<file path="src/rtl/pae32_mmu_pkg.sv">
// Shared constants, PTE field positions and walker state encoding for the PAE32 MMU.
package pae32_mmu_pkg;

  localparam int unsigned CSR_AW  = 3;
  localparam int unsigned VPN_W   = 8;
  localparam int unsigned PAE_W   = 16;
  localparam int unsigned HUGE_W  = 11;
  localparam int unsigned TLB_W   = VPN_W + PAE_W;

  localparam logic [CSR_AW-1:0] CSR_CTRL   = 3'd0;
  localparam logic [CSR_AW-1:0] CSR_PTBR   = 3'd1;
  localparam logic [CSR_AW-1:0] CSR_HUGE   = 3'd2;
  localparam logic [CSR_AW-1:0] CSR_ITLB   = 3'd3;
  localparam logic [CSR_AW-1:0] CSR_DTLB   = 3'd4;
  localparam logic [CSR_AW-1:0] CSR_FAULT  = 3'd5;
  localparam logic [CSR_AW-1:0] CSR_STATUS = 3'd6;

  localparam int unsigned PTE_V       = 31;
  localparam int unsigned PTE_X       = 30;
  localparam int unsigned PTE_PAE_MSB = 15;

  typedef enum logic [1:0] {
    ST_IDLE  = 2'd0,
    ST_WALK  = 2'd1,
    ST_DONE  = 2'd2,
    ST_DRAIN = 2'd3
  } ptw_state_e;

  // Identifies one walk: which side missed and the missing vpn.
  typedef struct packed {
    logic             side;  // 1 = data
    logic [VPN_W-1:0] vpn;
  } walk_tag_t;

endpackage

</file>
<file path="src/rtl/pae32_ptw_csr.sv">
// CSR register file and read mux holding all translation state the MMU consumes.
module pae32_ptw_csr
  import pae32_mmu_pkg::*;
#(
  parameter int unsigned TBL_ALIGN = 10
) (
  input  logic              clk,
  input  logic              rst,
  input  logic              csr_we,
  input  logic [CSR_AW-1:0] csr_addr,
  input  logic [31:0]       csr_wdata,
  output logic [31:0]       csr_rdata,
  input  logic              walk_busy,
  input  logic              upd_i,
  input  logic              upd_d,
  input  logic [VPN_W-1:0]  upd_pte,
  input  logic [PAE_W-1:0]  upd_pae,
  input  logic              flt_load,
  input  walk_tag_t         flt_tag,
  output logic              mmu_enable,
  output logic [31:0]       ptbr,
  output logic [HUGE_W-1:0] hugepage_ptr,
  output logic [PAE_W-1:0]  ipae_h16,
  output logic [VPN_W-1:0]  ipte_h8,
  output logic [PAE_W-1:0]  dpae_h16,
  output logic [VPN_W-1:0]  dpte_h8
);

  localparam logic [31:0] PTBR_MASK = ~((32'd1 << TBL_ALIGN) - 32'd1);

  logic              en_q, en_d;
  logic [31:0]       ptbr_q, ptbr_d;
  logic [HUGE_W-1:0] huge_q, huge_d;
  logic [TLB_W-1:0]  itlb_q, itlb_d;
  logic [TLB_W-1:0]  dtlb_q, dtlb_d;
  walk_tag_t         fault_q, fault_d;

  // Walk updates first, CSR writes last so software wins a same-edge collision.
  always_comb begin
    en_d    = en_q;
    ptbr_d  = ptbr_q;
    huge_d  = huge_q;
    itlb_d  = itlb_q;
    dtlb_d  = dtlb_q;
    fault_d = fault_q;
    if (upd_i)    itlb_d  = {upd_pte, upd_pae};
    if (upd_d)    dtlb_d  = {upd_pte, upd_pae};
    if (flt_load) fault_d = flt_tag;
    if (csr_we) begin
      case (csr_addr)
        CSR_CTRL: en_d   = csr_wdata[0];
        CSR_PTBR: ptbr_d = csr_wdata & PTBR_MASK;
        CSR_HUGE: huge_d = csr_wdata[HUGE_W-1:0];
        CSR_ITLB: itlb_d = csr_wdata[TLB_W-1:0];
        CSR_DTLB: dtlb_d = csr_wdata[TLB_W-1:0];
        default:  ;
      endcase
    end
  end

  // Register file state.
  always_ff @(posedge clk) begin
    if (rst) begin
      en_q    <= 1'b0;
      ptbr_q  <= '0;
      huge_q  <= '0;
      itlb_q  <= '0;
      dtlb_q  <= '0;
      fault_q <= '0;
    end else begin
      en_q    <= en_d;
      ptbr_q  <= ptbr_d;
      huge_q  <= huge_d;
      itlb_q  <= itlb_d;
      dtlb_q  <= dtlb_d;
      fault_q <= fault_d;
    end
  end

  // Combinational read mux; unused bits and unmapped indices read 0.
  always_comb begin
    csr_rdata = '0;
    case (csr_addr)
      CSR_CTRL:   csr_rdata = {31'b0, en_q};
      CSR_PTBR:   csr_rdata = ptbr_q;
      CSR_HUGE:   csr_rdata = 32'(huge_q);
      CSR_ITLB:   csr_rdata = 32'(itlb_q);
      CSR_DTLB:   csr_rdata = 32'(dtlb_q);
      CSR_FAULT:  csr_rdata = 32'(fault_q);
      CSR_STATUS: csr_rdata = {31'b0, walk_busy};
      default:    csr_rdata = '0;
    endcase
  end

  assign mmu_enable   = en_q;
  assign ptbr         = ptbr_q;
  assign hugepage_ptr = huge_q;
  assign ipae_h16     = itlb_q[PAE_W-1:0];
  assign ipte_h8      = itlb_q[TLB_W-1:PAE_W];
  assign dpae_h16     = dtlb_q[PAE_W-1:0];
  assign dpte_h8      = dtlb_q[TLB_W-1:PAE_W];

endmodule

</file>
<file path="src/rtl/pae32_ptw.sv">
// Single-level page-table walker: fetches one PTE per miss and refills or faults.
module pae32_ptw
  import pae32_mmu_pkg::*;
#(
  parameter int unsigned TBL_ALIGN = 10
) (
  input  logic              clk,
  input  logic              rst,
  input  logic              csr_we,
  input  logic [CSR_AW-1:0] csr_addr,
  input  logic [31:0]       csr_wdata,
  output logic [31:0]       csr_rdata,
  input  logic              i_miss,
  input  logic              d_miss,
  input  logic [VPN_W-1:0]  i_vpn,
  input  logic [VPN_W-1:0]  d_vpn,
  output logic              mem_req,
  output logic [31:0]       mem_addr,
  input  logic              mem_ack,
  input  logic [31:0]       mem_rdata,
  output logic [PAE_W-1:0]  ipae_h16,
  output logic [PAE_W-1:0]  dpae_h16,
  output logic [VPN_W-1:0]  ipte_h8,
  output logic [VPN_W-1:0]  dpte_h8,
  output logic [HUGE_W-1:0] hugepage_ptr,
  output logic              mmu_enable,
  output logic              walk_busy,
  output logic              refill_done,
  output logic              pf_i,
  output logic              pf_d
);

  ptw_state_e  state_q, state_d;
  walk_tag_t   tag_q, tag_d;
  logic        mem_req_q, mem_req_d;
  logic [31:0] mem_addr_q, mem_addr_d;
  logic        busy_q, busy_d;
  logic        done_q, done_d;
  logic        pf_i_q, pf_i_d;
  logic        pf_d_q, pf_d_d;

  logic        pte_ok_c;
  logic        upd_i_c, upd_d_c, flt_load_c;
  logic [31:0] ptbr;
  logic        unused_rdata;

  assign unused_rdata = ^mem_rdata[PTE_X-1:PTE_PAE_MSB+1];

  pae32_ptw_csr #(
    .TBL_ALIGN (TBL_ALIGN)
  ) u_csr (
    .clk          (clk),
    .rst          (rst),
    .csr_we       (csr_we),
    .csr_addr     (csr_addr),
    .csr_wdata    (csr_wdata),
    .csr_rdata    (csr_rdata),
    .walk_busy    (busy_q),
    .upd_i        (upd_i_c),
    .upd_d        (upd_d_c),
    .upd_pte      (tag_q.vpn),
    .upd_pae      (mem_rdata[PTE_PAE_MSB:0]),
    .flt_load     (flt_load_c),
    .flt_tag      (tag_q),
    .mmu_enable   (mmu_enable),
    .ptbr         (ptbr),
    .hugepage_ptr (hugepage_ptr),
    .ipae_h16     (ipae_h16),
    .ipte_h8      (ipte_h8),
    .dpae_h16     (dpae_h16),
    .dpte_h8      (dpte_h8)
  );

  // Walker next-state, update strobes and next values of the registered outputs.
  always_comb begin
    state_d    = state_q;
    tag_d      = tag_q;
    mem_addr_d = mem_addr_q;
    done_d     = 1'b0;
    pf_i_d     = 1'b0;
    pf_d_d     = 1'b0;
    upd_i_c    = 1'b0;
    upd_d_c    = 1'b0;
    flt_load_c = 1'b0;
    pte_ok_c   = mem_rdata[PTE_V] && (tag_q.side || mem_rdata[PTE_X]);

    case (state_q)
      ST_IDLE: begin
        if (mmu_enable && (d_miss || i_miss)) begin
          state_d    = ST_WALK;
          tag_d.side = d_miss;
          tag_d.vpn  = d_miss ? d_vpn : i_vpn;
          mem_addr_d = ptbr | 32'({tag_d.vpn, 2'b00});
        end
      end
      ST_WALK: begin
        if (mem_ack) begin
          state_d = ST_DONE;
          if (pte_ok_c) begin
            upd_d_c = tag_q.side;
            upd_i_c = !tag_q.side;
            done_d  = 1'b1;
          end else begin
            flt_load_c = 1'b1;
            pf_d_d     = tag_q.side;
            pf_i_d     = !tag_q.side;
          end
        end else if (!mmu_enable) begin
          state_d = ST_DRAIN;
        end
      end
      ST_DONE: state_d = ST_IDLE;
      ST_DRAIN: begin
        if (mem_ack) state_d = ST_IDLE;
      end
      default: state_d = ST_IDLE;
    endcase

    mem_req_d = (state_d == ST_WALK) || (state_d == ST_DRAIN);
    busy_d    = (state_d != ST_IDLE);
  end

  // State register and registered outputs.
  always_ff @(posedge clk) begin
    if (rst) begin
      state_q    <= ST_IDLE;
      tag_q      <= '0;
      mem_req_q  <= 1'b0;
      mem_addr_q <= '0;
      busy_q     <= 1'b0;
      done_q     <= 1'b0;
      pf_i_q     <= 1'b0;
      pf_d_q     <= 1'b0;
    end else begin
      state_q    <= state_d;
      tag_q      <= tag_d;
      mem_req_q  <= mem_req_d;
      mem_addr_q <= mem_addr_d;
      busy_q     <= busy_d;
      done_q     <= done_d;
      pf_i_q     <= pf_i_d;
      pf_d_q     <= pf_d_d;
    end
  end

  assign mem_req     = mem_req_q;
  assign mem_addr    = mem_addr_q;
  assign walk_busy   = busy_q;
  assign refill_done = done_q;
  assign pf_i        = pf_i_q;
  assign pf_d        = pf_d_q;

endmodule

</file>
<file path="config.mk">
export PLATFORM = sky130hd
export DESIGN_NAME = pae32_ptw
export DESIGN_NICKNAME = d
export VERILOG_FILES = /design/src/rtl/pae32_mmu_pkg.sv /design/src/rtl/pae32_ptw_csr.sv /design/src/rtl/pae32_ptw.sv
export SDC_FILE = /design/constraint.sdc
export NUM_CORES = 1
export LEC_CHECK = 0
export CORE_MARGIN = 2
export CORE_UTILIZATION = 45
export DETAILED_ROUTE_END_ITERATION = 10
export PLACE_DENSITY = 0.89
export SLEW_MARGIN = 20
export SYNTH_ARGS = -nofsm -noshare
export SYNTH_HDL_FRONTEND = slang
export SYNTH_SLANG_ARGS = --single-unit
</file>
<file path="constraint.sdc">
create_clock -name clk -period 1.62 [get_ports clk]
set_input_delay 0.162 -clock clk [delete_from_list [all_inputs] [get_ports clk]]
set_output_delay 0.162 -clock clk [all_outputs]
set_load 0.05 [all_outputs]
</file>
Word-level counts from Yosys, hierarchy flattened
Cells that the tools add are included.

Equal/unequal tests: 11. Mux-type cells: 23. Bitwise logic cells: 3. Reduce and logical (&&, ||, !) cells: 15.

Operators by type and width (count): 32-bit one-hot mux with 7 select lines (1); 24-bit two-way mux (6); 32-bit by 10-bit OR with 32-bit output (1); 1-bit two-way mux (10); 3-bit equality test (second input constant) (3); 2-bit two-way mux (4); 8-bit two-way mux (1); 2-bit one-hot mux with 4 select lines (1); 2-bit AND reduction (4); 2-bit equality test (second input constant) (3); 3-bit by 2-bit equality test with 1-bit output (second input constant) (2); 2-bit by 1-bit equality test with 1-bit output (second input constant) (2); 4-bit OR reduction (1); 3-bit by 1-bit equality test with 1-bit output (second input constant) (1); 3-bit logical NOT (1); 1-bit logical OR (3); 3-bit OR reduction (1); 1-bit logical AND (2); 2-bit logical NOT (1); 1-bit inverter (2); 2-bit nonzero test (1); 1-bit logical NOT (1).

Register bits after elaboration: 139. Bits of input ports: 89. Output and inout bits: 129. Logic and storage cells: 68.

Depth between registers and ports, before layout
Depth after elaboration: 8. Gate-level depth with buffers: 6. Depth with buffers taken out: 3.

Modules after synthesis
From an unflattened synthesis, not the netlist that was laid out.

Cells, all modules: 711. Area, all modules: 6419.9 µm².

By module, submodules not included: pae32_ptw_csr (times used 1, cells an instance 497, area an instance 4327.9 µm², sequential area each 1821.7 µm²); pae32_ptw (times used 1, cells an instance 214, area an instance 2092.0 µm², sequential area each 960.9 µm²).

Worst setup path after synthesis
OpenSTA, ideal clock, no wires.

Kind: register -> output. Start point: register u_csr.dtlb_q[9]. End point: output port csr_rdata[9]. Arrival time: 1.950 ns. Data required time: 1.458 ns. Path slack: -0.492 ns. Stages on the path, launching flop included: 3. Path buffers: 0. Cells stage by stage: dfxtp_1 > nand2_1 > o32ai_1.

Word-level cells in the longest chain between the ends: 1.

RTL lines: start, declared (RTL line pae32_ptw_csr.sv:35) `logic [TLB_W-1:0] dtlb_q, dtlb_d;`; start signal, assigned (RTL line pae32_ptw_csr.sv:75) `dtlb_q <= dtlb_d;`; 32-bit one-hot mux with 7 select lines (RTL line pae32_ptw_csr.sv:83) `case (csr_addr)`; end, declared (RTL line pae32_ptw.sv:12) `output logic [31:0] csr_rdata,`.

Every way passes these cells.

Worst setup path in the final report
Start point: register u_csr.en_q, in the netlist u_csr.mmu_enable. End point: output port csr_rdata[0].

Word-level cells in the longest chain between the ends: 1.

RTL lines: start, declared (RTL line pae32_ptw_csr.sv:31) `logic en_q, en_d;`; start signal, assigned (RTL line pae32_ptw_csr.sv:71) `en_q <= en_d;`; 32-bit one-hot mux with 7 select lines (RTL line pae32_ptw_csr.sv:83).

Every way passes these cells.

==> out/metrics.cfg <==
[run_status]
status=finished, violations left
violations=negative setup slack

[floorplanning]
die_y_um=118.9
die_area_um2=14130
dieWidth_um=118.9
rows=41
start_util=0.4649
num_io_pins=218
design.core.area_um2=12770

[global_routing]
grtUsageMet2=0.5169
use_met1=0.3862
grt_pass1_wl_um=36050
grt_start_max_net_pins=35
grt_usage=0.3212
busiest_layer=met2
gr-total-overflow=0
antenna_found_initial=0
grt_pass1_vias=6834
met3_usage=0.1034

[worst_setup_path]
arrival_ns=1.57
r2r_slack_ns=0.09
crit_fanout=2
worstSetupEndpointType=primary output
cp.required_ns=1.46
crit_path_start_kind=flop
critical_path_class=reg -> out

[power_and_ir_drop]
ir_drop_uv=708.5
power.density_nw_per_um2=891.8
power.leakage_uw=0.003405

[drt]
dr.first_iter.drc_count=1049
totalWireLength_um=23170
wl_per_cell_um=20.68
avgViaCountPerCell=6.364
drtPass1Iterations=6
ant_nets=0
drc=0
num_vias=7128

[finish]
fin_nets=1025
fin_util=0.7285
n_antenna_cell=0
layout_common_cells=141 x buf_4, 124 x dfxtp_1, 104 x o21ai_0
fin_cells=1120
drive_gt1_frac=0.2943
layout_commonest_cell=buf_4
area_growth_pct=56.70

[synth]
synth_edf_count=0
synth_seq_area_share=0.4315
async_flop_share=0
synthFlopType=dfxtp_1
yosysWarnings=0
syn_area_per_cell_um2=8.025
synth_seq_cells=128
synthCells=740
synth_area_um2=5938
post_synth_num_cell_types=45

[job]
cap_violations=0

[timing]
finalCriticalPeriod_ns=1.729
rsz0062_at_grt=true
fmax_ghz=0.5782
finalCritPeriodShare=1.068
setup_tns_ns=-0.1094
setup_violations=1
tightestPinTransition_ns=0.8892
hold_violations=0
hold_ws_ns=0.02961
max_slew_margin=0.4065
drv_slew=0
layout_setup_ws_ns=-0.1094
clock_skew_ns=0.005860

[clock_network]
cts_tree=yes
cts-root-buf=clkbuf_16
clock_sinks=128
clk_latency_ns=0.42
path_clk_slew_ns=0.06
cts_hold_buf=0
cts_max_level=4
clk_path_buf_depth=2
cts_buffers=17

[min_path]
holdCritPathClass=in -> reg

[placement]
dp_hpwl_um=15330
dpl.cell_count=1083
port_buffers=201
detailedPlace.worstSlack_ns=-0.2531
gp_congestion=0.8700

cell families (layout without fill, tap and decap cells):
| group | after synthesis | in the layout | share of synthesized area |
|---|---|---|---|
| muxes | 12 | 12 | 0.02234 |
| and+or+nand+nor | 167 | 167 | 0.1448 |
| other | 1 | 2 | 0.0006315 |
| DFF | 128 | 128 | 0.4315 |
| AOI/OAI and AO/OA | 341 | 341 | 0.3262 |
| buffers and inverters | 91 | 298 | 0.07459 |
worst max-delay path, cell delays in order, from the launching register on:
cell	delay, ns
dfxtp_4	0.34
mux4_2	0.48
nor2_4	0.12
a21oi_4	0.05
buf_12	0.16
cell usage after synthesis, types with 2 or more instances:
cell type,n,area share
nor3b_2,2,0.0042
a22oi_1,22,0.028
nor2b_1,3,0.0032
nand4bb_1,3,0.0057
o21ai_1,25,0.021
a31oi_1,48,0.051
dfxtp_1,128,0.43
a21oi_1,107,0.090
and4bb_2,2,0.0042
inv_1,3,0.0019
buf_4,16,0.020
o21ai_0,104,0.088
buf_1,3,0.0019
nor3_1,3,0.0025
o22ai_1,2,0.0021
nor2_1,4,0.0025
nand2_1,71,0.045
o2bb2ai_1,12,0.018
nand3_1,55,0.046
a211oi_1,8,0.010
nand2b_1,2,0.0021
a221oi_1,9,0.013
buf_2,32,0.027
mux2i_1,11,0.019
nand4b_1,2,0.0030
clkbuf_1,36,0.023
and2_1,9,0.0095
layer usage:
layer	wire length [µm]	vias to the layer above	share of wire
met1	8466	3335	0.37
li1	-	3110	-
met3	2831	117	0.12
met4	1144	0	0.049
met2	10720	566	0.46
met5	0	-	0
power by group:
group          internal (µW)  switching, µW  total, µW
sequential              3220           72.2       3290
clock                   2320           1420       3740
combinational            523            751       1270
total                   6060           2240       8300
area by class of cell:
| cell class | count | area [µm²] |
|---|---|---|
| timing repair buffer | 264 | 2753 |
| sequential | 128 | 2570 |
| inverter | 3 | 11.26 |
| multi-input combinational | 522 | 3184 |
| tap | 172 | 215.2 |
| fill | 873 | 3468 |
| clock buffer | 20 | 456.7 |
| clock inverter | 11 | 115.1 |
flip-flops by register name, summed over array words and instances, names as in the netlist, 2 cells and up:
signal and cells:
u_csr.hugepage_ptr 11, u_csr.ptbr 22, state_q 2, u_csr.itlb_q 24, mem_addr 23, u_csr.dtlb_q 24, u_csr.fault_q 9, tag_q 8
timing repair:
action / 4_1_cts / 5_1_grt
setup buffers: 4 / 0
gates cloned: 1 / 1
resized for setup: 28 / 8
pin swaps: 2 / 3
setup endpoints to repair: 32 / 17
metrics by stage:
| step | power (µW) | area, µm² |
|---|---|---|
| 2_1_floorplan | 3970 | 6077 |
| 3_3_place_gp | 4530 | 8552 |
| 3_5_place_dp | 4553 | 8552 |
| 4_1_cts | 8251 | 9246 |
| 5_1_grt | 8500 | 9305 |
| 6_report | 8298 | 9305 |
path summary, 6_finish.rpt:
| check | from | end | cells after the start |
|---|---|---|---|
| worst max register to register | u_csr.mmu_enable | mem_addr[17] | 5 |
| worst max-delay path | u_csr.mmu_enable | csr_rdata[0] | 4 |
| worst min register to register | u_csr.ptbr[27] | u_csr.ptbr[27] | 2 |
| worst min-delay path | rst | state_q[1] | 2 |
Power figures use the tool's default switching activity.
